File: src/rtl/fwd_pkg.sv
// Shared constants for the hazard/forwarding block: default sizing and the
// forward-select encoding (0 = register file, k+1 = stage k).
package fwd_pkg;

  localparam int NREGS_DEF   = 32;
  localparam int MAXLAT_DEF  = 4;
  localparam int NSTAGES_DEF = 2;

  localparam int FWD_RF   = 0;
  localparam int FWD_STG0 = 1;
  localparam int FWD_STG1 = 2;

  function automatic int fwd_stage_code(input int k);
    return FWD_STG0 + k;
  endfunction

endpackage

File: src/rtl/fwd_sel_prio.sv
// Combinational priority matcher of one EX source index against the stage
// destinations; the youngest matching stage (lowest index) wins.
module fwd_sel_prio
  import fwd_pkg::*;
#(
  parameter int RW      = 5,
  parameter int NSTAGES = NSTAGES_DEF,
  parameter int SW      = $clog2(NSTAGES + 1)
) (
  input  logic [RW-1:0]         src_rd,
  input  logic [NSTAGES-1:0]    stg_regwrite,
  input  logic [NSTAGES*RW-1:0] stg_rd,
  output logic [SW-1:0]         sel
);

  always_comb begin
    sel = SW'(FWD_RF);
    if (src_rd != '0) begin
      // Walk oldest to youngest so a younger match overwrites an older one.
      for (int k = NSTAGES - 1; k >= 0; k--) begin
        if (stg_regwrite[k] && (stg_rd[k*RW +: RW] == src_rd)) begin
          sel = SW'(fwd_stage_code(k));
        end
      end
    end
  end

endmodule

File: src/rtl/fwd_scoreboard.sv
// Per-register latency scoreboard that stalls ID on multi-cycle producers,
// plus per-source operand forwarding select and a saturating stall counter.
module fwd_scoreboard
  import fwd_pkg::*;
#(
  parameter int NREGS   = NREGS_DEF,
  parameter int RW      = $clog2(NREGS),
  parameter int NSRC    = 2,
  parameter int NSTAGES = NSTAGES_DEF,
  parameter int MAXLAT  = MAXLAT_DEF,
  parameter int LW      = $clog2(MAXLAT + 1),
  parameter int SW      = $clog2(NSTAGES + 1)
) (
  input  logic                  clk,
  input  logic                  rst_n,
  input  logic [NSRC-1:0]       id_src_valid,
  input  logic [NSRC*RW-1:0]    id_src_rd,
  input  logic                  iss_valid,
  input  logic                  iss_regwrite,
  input  logic [RW-1:0]         iss_rd,
  input  logic [LW-1:0]         iss_lat,
  input  logic                  wb_valid,
  input  logic [RW-1:0]         wb_rd,
  input  logic [NSRC*RW-1:0]    ex_src_rd,
  input  logic [NSTAGES-1:0]    stg_regwrite,
  input  logic [NSTAGES*RW-1:0] stg_rd,
  output logic                  stall,
  output logic [NSRC*SW-1:0]    fwd_sel,
  output logic [15:0]           stall_cnt
);

  localparam logic [LW-1:0] MAXLAT_W = LW'(MAXLAT);

  logic [NREGS-1:0] busy;
  logic [LW-1:0]    cnt [NREGS];
  logic             stall_raw;
  logic             fire;
  logic [LW-1:0]    lat_clamped;
  logic [NSRC*SW-1:0] sel_raw;

  always_comb begin
    stall_raw = 1'b0;
    for (int i = 0; i < NSRC; i++) begin
      if (id_src_valid[i] && (id_src_rd[i*RW +: RW] != '0) &&
          busy[id_src_rd[i*RW +: RW]] && (cnt[id_src_rd[i*RW +: RW]] != '0)) begin
        stall_raw = 1'b1;
      end
    end
  end

  // Outputs are forced quiet while reset is held.
  assign stall       = rst_n & stall_raw;
  assign fwd_sel     = rst_n ? sel_raw : '0;
  assign fire        = iss_valid && iss_regwrite && (iss_rd != '0) && !stall;
  assign lat_clamped = (iss_lat > MAXLAT_W) ? MAXLAT_W : iss_lat;

  always_ff @(posedge clk) begin
    if (!rst_n) begin
      busy      <= '0;
      stall_cnt <= 16'd0;
      for (int r = 0; r < NREGS; r++) begin
        cnt[r] <= '0;
      end
    end else begin
      for (int r = 1; r < NREGS; r++) begin
        if (fire && (iss_rd == RW'(r))) begin
          busy[r] <= 1'b1;
          cnt[r]  <= lat_clamped;
        end else begin
          if (wb_valid && (wb_rd == RW'(r))) begin
            busy[r] <= 1'b0;
          end
          if (busy[r] && (cnt[r] != '0)) begin
            cnt[r] <= cnt[r] - LW'(1);
          end
        end
      end
      if (stall && (stall_cnt != 16'hFFFF)) begin
        stall_cnt <= stall_cnt + 16'd1;
      end
    end
  end

  for (genvar i = 0; i < NSRC; i++) begin : g_src
    fwd_sel_prio #(
      .RW      (RW),
      .NSTAGES (NSTAGES),
      .SW      (SW)
    ) u_prio (
      .src_rd       (ex_src_rd[i*RW +: RW]),
      .stg_regwrite (stg_regwrite),
      .stg_rd       (stg_rd),
      .sel          (sel_raw[i*SW +: SW])
    );
  end

endmodule

File: config.mk
export PLATFORM = sky130hd
export DESIGN_NAME = fwd_scoreboard
export DESIGN_NICKNAME = d
export VERILOG_FILES = /design/src/rtl/fwd_pkg.sv /design/src/rtl/fwd_sel_prio.sv /design/src/rtl/fwd_scoreboard.sv
export SDC_FILE = /design/constraint.sdc
export NUM_CORES = 1
export LEC_CHECK = 0
export ABC_AREA = 1
export CAP_MARGIN = 20
export CORE_ASPECT_RATIO = 0.5
export CORE_MARGIN = 2
export CORE_UTILIZATION = 43
export CTS_BUF_LIST = sky130_fd_sc_hd__clkbuf_8
export CTS_CLUSTER_DIAMETER = 40
export DETAILED_ROUTE_END_ITERATION = 12
export HOLD_SLACK_MARGIN = 0.03
export PLACE_DENSITY_LB_ADDON = 0.1
export SLEW_MARGIN = 20
export SYNTH_ARGS = -nofsm -noshare
export SYNTH_HDL_FRONTEND = slang
export SYNTH_SLANG_ARGS = --single-unit
File: constraint.sdc
create_clock -name clk -period 2.4 [get_ports clk]
set_input_delay 0.24 -clock clk [delete_from_list [all_inputs] [get_ports clk]]
set_output_delay 0.24 -clock clk [all_outputs]
set_load 0.05 [all_outputs]
==> results_tabular.tex <==
\begin{tabular}{lr}
\hline
Metric & Value \\
\hline
\multicolumn{2}{l}{\textbf{Placement}} \\
Setup slack at placement & -836 ps \\
Placer Congestion & 1.00 \\
\# port buffers & a little over 70 \\
Half-perimeter wire length of the detailed placement result & 30.8 mm \\
Placed standard-cell area & 0.0137 mm2 \\
\multicolumn{2}{l}{\textbf{Yosys}} \\
Post-synthesis register bit count & 140 \\
Most used flip-flop cell after synthesis & sky130\_fd\_sc\_hd\_\_edfxtp\_1 \\
Number of enable flip-flop cells after synthesis & 93 \\
Avg Synthesized Cell Area & 6.91 um2 \\
Post-Synthesis Cell Area & 0.0117 mm2 \\
Post-synthesis instance total & between 1500 and 2000 \\
Post-synthesis sequential area ratio & 0.320 \\
Syn\_nets & 1802 \\
Async SR Flop Fraction & 0 \\
Yosys Warn Count & 0 \\
Distinct cell type count after synthesis & 45 \\
\multicolumn{2}{l}{\textbf{Power}} \\
Standby leakage power & around 6.4 nW \\
Worst ir drop on vdd & about 350 uV \\
Total power divided by cell area & around 440 mW/mm2 \\
\multicolumn{2}{l}{\textbf{Worst setup path}} \\
Kind of cell with the highest combined delay on the critical path & simple AND/OR/NAND/NOR gates \\
Worst stage delay on the critical path & $\sim$430 ps \\
CP Launch Type & flop \\
FF-to-FF path depth & 21 \\
CP most frequent cell & sky130\_fd\_sc\_hd\_\_nand2\_1 \\
Startpoint of the worst register-to-register path & cnt[10][0] \\
Buffers \& Inverters on Critical Path & 3 \\
Stages on the worst setup path & 14 \\
Critical path endpoint category & primary output \\
Crit Path Max Fanout & 2 \\
Arr. time, crit path & around 2200 ps \\
Required time worst endpoint & $\sim$2200 ps \\
Worst flop-to-flop path endpoint & cnt[16][2] \\
Slowest cell on the critical path & sky130\_fd\_sc\_hd\_\_edfxtp\_1 \\
Cell-by-cell trace of the critical path & nor2\_2, nand2\_1, nand2\_1, nand4\_1, nand2\_1, nand3\_1, nand3\_2, nand2\_1, nand2\_2, nand2\_4, nand2\_8, buf\_12, inv\_12, buf\_12 \\
Start-to-end type of the worst setup path & flop to primary output \\
Worst reg-to-reg setup slack & -60 ps \\
\multicolumn{2}{l}{\textbf{Floorplan}} \\
Die Wd & between 200 and 250 um \\
Number of standard-cell rows in the floorplan & 42 \\
Initial core utilization & 0.439 \\
IO Pins & 73 \\
Floorplan die height & $\sim$120 um \\
Full die area & 0.0285 mm2 \\
Core region area & roughly 0.027 mm2 \\
\multicolumn{2}{l}{\textbf{Hold path}} \\
Worst Hold Class & input pin to flop \\
Hold depth & 4 \\
Worst hold start & rst\_n \\
Worst hold path endpoint & stall\_cnt[1] \\
\multicolumn{2}{l}{\textbf{Clocking}} \\
CTS Buffer Depth & 2 \\
Count of hold buffers inserted by post-cts repair & 0 \\
Worst-path clk slew & around 90 ps \\
CTS Root Cell & sky130\_fd\_sc\_hd\_\_clkbuf\_8 \\
Clock sinks & 140 \\
H-tree level count & 4 \\
Clock network latency to the later pin of the worst-skew pair & 510 ps \\
Num CTS Buffers & 17 \\
CTS tree & yes \\
\multicolumn{2}{l}{\textbf{STA}} \\
Setup total negative slack & -590 ps \\
Final Setup Violations & 14 \\
Actual slew at the worst max-slew pin & around 1200 ps \\
Worst slack on hold paths & 312 ps \\
Normalized max-slew margin & 0.226 \\
Maximum clock frequency & $\sim$0.40 GHz \\
Unrepaired setup endpoints after global routing & yes \\
Final cycle utilization of the critical path & 1.03 \\
Final slew viol count & 0 \\
Final Hold Violating Endpoints & 0 \\
Setup slack of the critical path after layout & -74.5 ps \\
Final setup skew & around 16 ps \\
Final critical path time including I/O delays and setup & between 2000 and 2500 ps \\
\multicolumn{2}{l}{\textbf{Finish}} \\
Count of filler cells inserted in the layout & about 2600 \\
Net count reported at finish & about 2000 \\
Fraction of final layout cells with drive strength greater than 1 & 0.192 \\
Antenna Cells & 0 \\
Finished Cell Area & $\sim$0.015 mm2 \\
P\&R area growth vs syn & 28.3\% \\
\multicolumn{2}{l}{\textbf{Routing}} \\
Detailed-route vias per instance & 5.42 \\
Routed len/inst & 17.9 um \\
\# DRC & 0 \\
Remaining antenna violation count after routing & 0 \\
DRT iter0 DRCs & $\sim$1000 \\
First-pass iteration count of the detailed router & 5 \\
Wire length after detailed routing & 40.4 mm \\
DR vias & about 12000 \\
\multicolumn{2}{l}{\textbf{Global route}} \\
Maximum number of pins on one net before global-route repair & around 90 \\
Initial antenna violation count & 0 \\
Global-route wire length before repair & 63.9 mm \\
Number of global-route vias before repair & about 12000 \\
Overall routing resource usage & 0.290 \\
Global-route congestion overflow total & 0 \\
\multicolumn{2}{l}{\textbf{Outcome}} \\
Status & finished with violations \\
Violations in the final reports & negative setup slack \\
\multicolumn{2}{l}{\textbf{Run}} \\
Number of max-cap violations & 0 \\
\hline
\end{tabular}
## cells in the final DEF (no fill, tap or decap), drive strengths merged, types with 7 or more instances in the layout
| master | netlist | final |
|---|---|---|
| clkbuf | 25 | 18 |
| nor2 | 227 | 227 |
| xnor2 | 22 | 22 |
| nand2 | 435 | 435 |
| buf | 34 | 183 |
| xor2 | 28 | 28 |
| nand3 | 225 | 225 |
| clkdlybuf4s50 | 0 | 60 |
| clkinv | 3 | 7 |
| a211oi | 12 | 12 |
| dfxtp | 47 | 47 |
| nand4 | 38 | 38 |
| nor3 | 24 | 24 |
| edfxtp | 93 | 93 |
| a21oi | 128 | 128 |
| o21ai | 47 | 47 |
| ha | 63 | 63 |
| inv | 208 | 212 |
## cells in the mapped netlist (all sizes together) (3+ instances only)
cell,n,area (um2)
clkinv,3,11.3
nand2,435,1670
or2,4,25.0
nand3b,5,37.5
clkbuf,25,93.8
dfxtp,47,941
buf,34,290
o22ai,4,25.0
nor2,227,880
o211ai,3,22.5
a21oi,128,641
a211oi,12,90.1
inv,208,786
xnor2,22,193
o21ai,47,235
nand4,38,238
edfxtp,93,2790
xor2,28,245
nor3,24,120
and3,3,18.8
nand3,225,1440
ha,63,788
## cells by family (layout without fill, tap and decap cells)
group	after synthesis	after routing	share of synthesized area
AO/OA/AOI/OAI	201	201	0.0921
XOR/XNOR	50	50	0.0376
adder cells (fa/ha/maj)	63	63	0.0676
buffers and inverters	270	492	0.101
flip-flops	140	140	0.320
AND/OR/NAND/NOR	963	963	0.381
## per-layer routing
metal	global-route usage	vias up	wire, um
met5	0	-	0
met1	0.403	5737	18700
li1	-	5971	-
met3	0.0511	59	3290
met4	0.0862	0	859
met2	0.463	498	17600
## state kept, by name (all words and copies together) (netlist names)
register	cells
cnt	93
stall_cnt	16
busy	31
## through the flow
stage,cells,total power [mW],util
detailed placement,2186,4.07,0.517
finish,2261,6.56,0.564
global route,2261,6.78,0.564
CTS,2251,6.50,0.551
floorplan,1687,3.51,-
global placement,2185,4.05,0.516
## report_power, final
| group | total (mW) | internal, mW | switching [mW] |
|---|---|---|---|
| logic | 1.46 | 0.593 | 0.863 |
| registers | 2.72 | 2.65 | 0.0623 |
| clock network | 2.39 | 1.27 | 1.12 |
| total | 6.56 | 4.52 | 2.04 |
## what timing repair did
action | CTS | global route
endpoints found under the setup margin | 210 | 196
resized for setup | 63 | 74
setup buffers | 35 | 10
pin swaps | 27 | 19
cloned | 1 | 0
## worst max-delay path by stage
stage / from / to / slack, ps
6_report: cnt[18][1] / stall / -70
5_1_grt: cnt[23][1] / cnt[21][2] / -200
4_1_cts: cnt[14][0] / stall / -70
3_5_place_dp: id_src_rd[5] / cnt[23][0] / -840
3_3_place_gp: id_src_rd[5] / cnt[17][2] / -840
2_1_floorplan: rst_n / fwd_sel[0] / 230
## worst reg2reg max path: stages (launching register included)
cell                       delay (ps)
sky130_fd_sc_hd__edfxtp_1         440
sky130_fd_sc_hd__nor2_2            50
sky130_fd_sc_hd__nand2_1           50
sky130_fd_sc_hd__nand2_1           40
sky130_fd_sc_hd__nand2_1           60
sky130_fd_sc_hd__nand2_1           60
sky130_fd_sc_hd__nor2_2           130
sky130_fd_sc_hd__nand3_2          130
sky130_fd_sc_hd__nand3_2           90
sky130_fd_sc_hd__nand2_2           50
sky130_fd_sc_hd__inv_2             50
sky130_fd_sc_hd__nand2_2           50
sky130_fd_sc_hd__nand2_4           90
sky130_fd_sc_hd__nand2_8           70
sky130_fd_sc_hd__buf_12           160
sky130_fd_sc_hd__buf_4            130
sky130_fd_sc_hd__buf_12           140
sky130_fd_sc_hd__buf_12           120
sky130_fd_sc_hd__nand3_4           80
sky130_fd_sc_hd__nand2_1           60
sky130_fd_sc_hd__nor2_1           110
sky130_fd_sc_hd__nor2_1            50
## area by class of cell
type | instances | area [um2] | share of cell area
inverters | 211 | 817 | 0.0546
well taps | 352 | 440 | 0.0294
flip-flops and latches | 140 | 3740 | 0.250
multi-input cells | 1277 | 7090 | 0.474
clock buffers | 18 | 248 | 0.0166
clock inverters | 14 | 213 | 0.0142
repair buffers | 249 | 2410 | 0.161
No activity file was read; power rests on OpenSTA's default activity.
==> RTL change 1 (config.mk and constraints unchanged) <==
Set the package constant `NSTAGES_DEF` to 4 (it was 2).
--- a/src/rtl/fwd_pkg.sv
+++ b/src/rtl/fwd_pkg.sv
@@ -4,7 +4,7 @@
 
   localparam int NREGS_DEF   = 32;
   localparam int MAXLAT_DEF  = 4;
-  localparam int NSTAGES_DEF = 2;
+  localparam int NSTAGES_DEF = 4;
 
   localparam int FWD_RF   = 0;
   localparam int FWD_STG0 = 1;
Interface: changed (resized fwd_sel, stg_rd and stg_regwrite); port bits go from 73 to 87. The function was not compared with the original's and may differ.
==> RTL change 1 against the unedited design <==
The run still ends with setup timing left. Sequential power about the same. Final cell count up 5.8%. Register-to-register slack got worse by 0.08 ns. Highest routed layer unchanged. Global-route usage is 0.63 points higher. Routed wire length grew 7.8%. First-iteration DRC count up 11%. Setup slack lost 0.086 ns. Cell area increased by 7.4%. Power decreased by 1.4%. Maximum frequency decreased by 3.3%. Die area up 2.9%. Sequential cell count unchanged. Area after synthesis up 3.0%.
==> RTL change 1: results (changes against the unedited design) <==
Leak 6.91 nW (was 6.44 nW); clock skew 0.0176 ns (was 0.0160 ns); Critical Path Start cnt[13][0]$_SDFFCE_PN0P_ (was cnt[18][1]$_SDFFCE_PN0P_); final setup fails 131 (was 14); top cells by area, synth edfxtp_1 23%, nand2_1 16%, dfxtp_1 7.8% (was edfxtp_1 24%, nand2_1 14%, nand3_1 8.5%); WP data arrival 2.32 ns (was 2.23 ns); Total Routed Length 43.6 mm (was 40.4 mm); met1 wire length 19.7 mm (was 18.7 mm); first drt pass iteration count 6 (was 5); Crit Path Max Fanout 3 (was 2); initial DRC count 1,140 (was 1,030); # fillers 2,607 (was 2,565); commonest cells in the netlist 500 x nand2_1, 230 x nor2_1, 198 x inv_1 (was 429 x nand2_1, 222 x nor2_1, 200 x inv_1); met2 wire length 19.7 mm (was 17.6 mm); Non-Filler Instances 2,392 (was 2,261); port bufs 86 (was 72); failing checks setup timing (unchanged); fraction of layout cells with a size suffix above 1 22.0% (was 19.2%); Max IR drop VDD 0.345 mV (was 0.352 mV); Net Count, Synth 1,901 (was 1,802); drt via density 5.40 (was 5.42); final worst slack -0.160 ns (was -0.0745 ns); largest net degree at the start of global routing 37 (was 91); layout net count 2,124 (was 2,011); sequential-to-total area share from yosys stat 31.1% (was 32.0%); placed cells 2,318 (was 2,186); gr usage total 29.7% (was 29.0%); clock slew at reported path FFs around 0.08 ns; GPL Wtd Cong 0.975 (was 1.00); setup TNS -7.55 ns (was -0.590 ns); first-pass GRT wire length 66.4 mm (was 63.9 mm); Max-slew headroom 22.7% (was 22.6%); number of global-route vias before repair 12,200 (was 11,800); dpl hpwl 33.0 mm (was 30.8 mm); status finished, violations left (unchanged); mean post-synth cell area 6.77 um2 (was 6.91 um2); Place WS -0.871 ns (was -0.836 ns)
-- RTL change 1: changes by cell type in the layout (fill, tap and decap cells not counted), sizes merged, moves of 5 or more --
cell	unedited run	this run
clkdlybuf4s50	60	72
inv	212	206
o211ai	3	12
nor2	227	235
nand3	225	206
nor3	24	19
o21ai	47	58
nand4	38	33
nand2	435	506
a21oi	128	134
a211oi	12	7
-- RTL change 1: cells by family after synthesis --
logic type      count (synthesis)  share of synthesized area [%]
compound gates                228                           10.3
xor+xnor                       57                           4.16
fa+ha+maj                      63                           6.57
buf+inv                       274                           9.81
flops                         140                           31.1
simple gates                 1012                           38.1
-- RTL change 1: per-layer routing --
layer  GRT usage [%]  vias up
li1                -     6266
met1            41.2     6136
met2            46.6      461
met3            6.37       51
met4            8.15        0
met5               0        -
-- RTL change 1: final cells by class --
| type | count | area (um2) | share of cell area [%] |
|---|---|---|---|
| Multi-Input combinational cell | 1361 | 7990 | 49.7 |
| Sequential cell | 140 | 3740 | 23.3 |
| Timing Repair Buffer | 268 | 2640 | 16.4 |
| Inverter | 209 | 811 | 5.04 |
| Tap cell | 382 | 478 | 2.97 |
| Clock buffer | 17 | 234 | 1.46 |
| Clock inverter | 15 | 175 | 1.09 |
-- RTL change 1: critical path, cell delays in order, from the launching register on --
cell and delay [ns]:
edfxtp_1 0.40, inv_1 0.12, nand2_1 0.11, o21ai_0 0.21, nand3_1 0.16, nand3_1 0.10, nand2_1 0.06, nand2_1 0.07
nand2_2 0.07, nand2_2 0.08, nand2_4 0.07, nand2_8 0.09, buf_12 0.11, inv_12 0.03, buf_12 0.13
-- RTL change 1: report_power, final --
| part | leakage, nW | internal, mW | switching, mW |
|---|---|---|---|
| Sequential | 1.34 | 2.65 | 0.0590 |
| Clock | 0.189 | 1.02 | 1.07 |
| Combinational | 5.38 | 0.685 | 0.980 |
| Total | 6.91 | 4.36 | 2.11 |
-- RTL change 1: what timing repair did --
item,CTS,global route
setup endpoints to repair,209,224
pin swaps,24,26
cloned,0,3
setup buffers,23,20
hold buffers,0,0
resized for setup,68,185
-- RTL change 1: final timing paths --
check,endpoint,slack [ns],cells past startpoint
worst max-delay path,stall,-0.16,14
worst min-delay path,cnt[13][2]$_SDFFCE_PN0P_,0.24,2
worst min register to register,busy[23]$_SDFFE_PN0P_,0.48,2
worst max register to register,cnt[23][1]$_SDFFCE_PN0P_,-0.14,17
==> RTL change 2 (same settings) <==
Made on the original files. Register the output `stall_cnt` once more, cleared by the reset; this adds one clock of latency there. The other outputs are not delayed to match.
--- a/src/rtl/fwd_scoreboard.sv
+++ b/src/rtl/fwd_scoreboard.sv
@@ -31,6 +31,8 @@
 
   localparam logic [LW-1:0] MAXLAT_W = LW'(MAXLAT);
 
+  logic [15:0] stall_cnt_s0;
+
   logic [NREGS-1:0] busy;
   logic [LW-1:0]    cnt [NREGS];
   logic             stall_raw;
@@ -57,7 +59,7 @@
   always_ff @(posedge clk) begin
     if (!rst_n) begin
       busy      <= '0;
-      stall_cnt <= 16'd0;
+      stall_cnt_s0 <= 16'd0;
       for (int r = 0; r < NREGS; r++) begin
         cnt[r] <= '0;
       end
@@ -75,8 +77,8 @@
           end
         end
       end
-      if (stall && (stall_cnt != 16'hFFFF)) begin
-        stall_cnt <= stall_cnt + 16'd1;
+      if (stall && (stall_cnt_s0 != 16'hFFFF)) begin
+        stall_cnt_s0 <= stall_cnt_s0 + 16'd1;
       end
     end
   end
@@ -94,5 +96,13 @@
     );
   end
 
+  always_ff @(posedge clk) begin
+    if (!rst_n) begin
+      stall_cnt <= '0;
+    end else begin
+      stall_cnt <= stall_cnt_s0;
+    end
+  end
+
 endmodule
 
Formal check against the unedited RTL: not equivalent (a bounded check fails within 4 cycles, from zero or initial values and one cycle with rst_n low).
==> RTL change 2 against the unedited design <==
The run still ends with setup timing left. Power increased by 2.2%. Die area decreased by 0.52%. Sequential cell count increased by 16. Global-route usage decreased by 0.88 points. Hold slack got worse by 0.22 ns. First-iteration DRC count increased by 16%. Cell area increased by 3.3%. Area after synthesis decreased by 0.54%. Setup slack got worse by 0.10 ns. Via count decreased by 0.64%. Routed wire length about the same.
==> RTL change 2: results (changes against the unedited design) <==
commonest cells in the netlist 455 x nand2_1, 215 x inv_1, 213 x nor2_1 (was 429 x nand2_1, 222 x nor2_1, 200 x inv_1); Critical Path Max Stage Delay 0.46 ns (was 0.43 ns); final worst slack -0.178 ns (was -0.0745 ns); library cells used by synthesis 36 (was 45); top cells by area, synth edfxtp_1 24%, nand2_1 15%, dfxtp_1 11% (was edfxtp_1 24%, nand2_1 14%, nand3_1 8.5%); number of global-route vias before repair 11,400 (was 11,800); Ys Warns 0 (unchanged); Net Count, Synth 1,819 (was 1,802); xor/xnor share of the synthesized area 3.62% (was 3.76%); dpl hpwl 29.1 mm (was 30.8 mm); final setup fails 136 (was 14); largest net degree at the start of global routing 44 (was 91); Non-Filler Instances 2,251 (was 2,261); Min-Delay Endpoint stall_cnt[13]$_SDFF_PN0_ (was stall_cnt[1]$_SDFFE_PN0P_); synthesized instance count 1,704 (was 1,687); Synth Area in Adders 6.80% (was 6.76%); placed inst area 13,500 um2 (was 13,700 um2); Seq pwr share 44.5% (was 41.4%); setup bufs post-CTS 11 (was 35); Clock Latency Late Sink 0.53 ns (was 0.51 ns); # fillers 2,483 (was 2,565); Int Power 4.49 mW (was 4.52 mW); setup TNS -9.29 ns (was -0.590 ns); post-CTS sizing 68 (was 63); Hold Crit Start rst_n (unchanged); reg-to-reg endpoint cnt[25][2]$_SDFFCE_PN0P_ (was cnt[16][2]$_SDFFCE_PN0P_); first-pass GRT wire length 61.3 mm (was 63.9 mm); hold path depth 3 (was 4); Max-slew headroom 21.5% (was 22.6%); DR vias 12,200 (was 12,300); biggest regs cnt (93), busy (31) (was cnt (93), busy (31), stall_cnt (16)); status finished, violations left (unchanged); GPL Wtd Cong 0.986 (was 1.00); fraction of layout cells with a size suffix above 1 20.6% (was 19.2%); Total Routed Length 40.4 mm (about the same); sequential-to-total area share from yosys stat 35.0% (was 32.0%); layout net count 2,001 (was 2,011); area fraction in compound gates after synthesis 10.2% (was 9.21%); gr usage total 28.1% (was 29.0%); clock slew at reported path FFs 0.11 ns (was 0.09 ns); initial DRC count 1,190 (was 1,030); element type at the critical path end register (was output pin); Crit Path Max Fanout 8 (was 2); WP data arrival 2.87 ns (was 2.23 ns); Leak 6.64 nW (was 6.44 nW); first drt pass iteration count 6 (was 5); failing checks setup timing (unchanged); hold slack 0.0953 ns (was 0.312 ns); Max IR drop VDD 0.360 mV (was 0.352 mV); clock skew 0.0187 ns (was 0.0160 ns); placed cells 2,184 (was 2,186); Critical Path Start cnt[7][0]$_SDFFCE_PN0P_ (was cnt[18][1]$_SDFFCE_PN0P_)
==> RTL change 2: layer usage <==
| layer | global-route usage (%) | vias up | routed length [um] |
|---|---|---|---|
| met4 | 8.31 | 0 | 1010 |
| met5 | 0 | - | 0 |
| li1 | - | 5952 | - |
| met3 | 5.54 | 61 | 3130 |
| met2 | 43.7 | 440 | 17600 |
| met1 | 39.7 | 5734 | 18700 |
==> RTL change 2: metrics by stage <==
step / setup WS [ns] / power [mW]
CTS: -0.156 / 6.53
global route: -0.336 / 6.99
detailed placement: -0.797 / 4.25
global placement: -0.780 / 4.24
finish: -0.178 / 6.70
floorplan: 0.188 / 3.71
==> RTL change 2: layout make-up <==
type                       count  area [um2]  share of cell area [%]
clock buffer                  17         234                    1.51
clock inverter                15         194                    1.25
sequential                   156        4050                    26.2
tap                          352         440                    2.85
inverter                     219         832                    5.38
timing repair buffer         221        2180                    14.1
multi-input combinational   1271        7520                    48.6
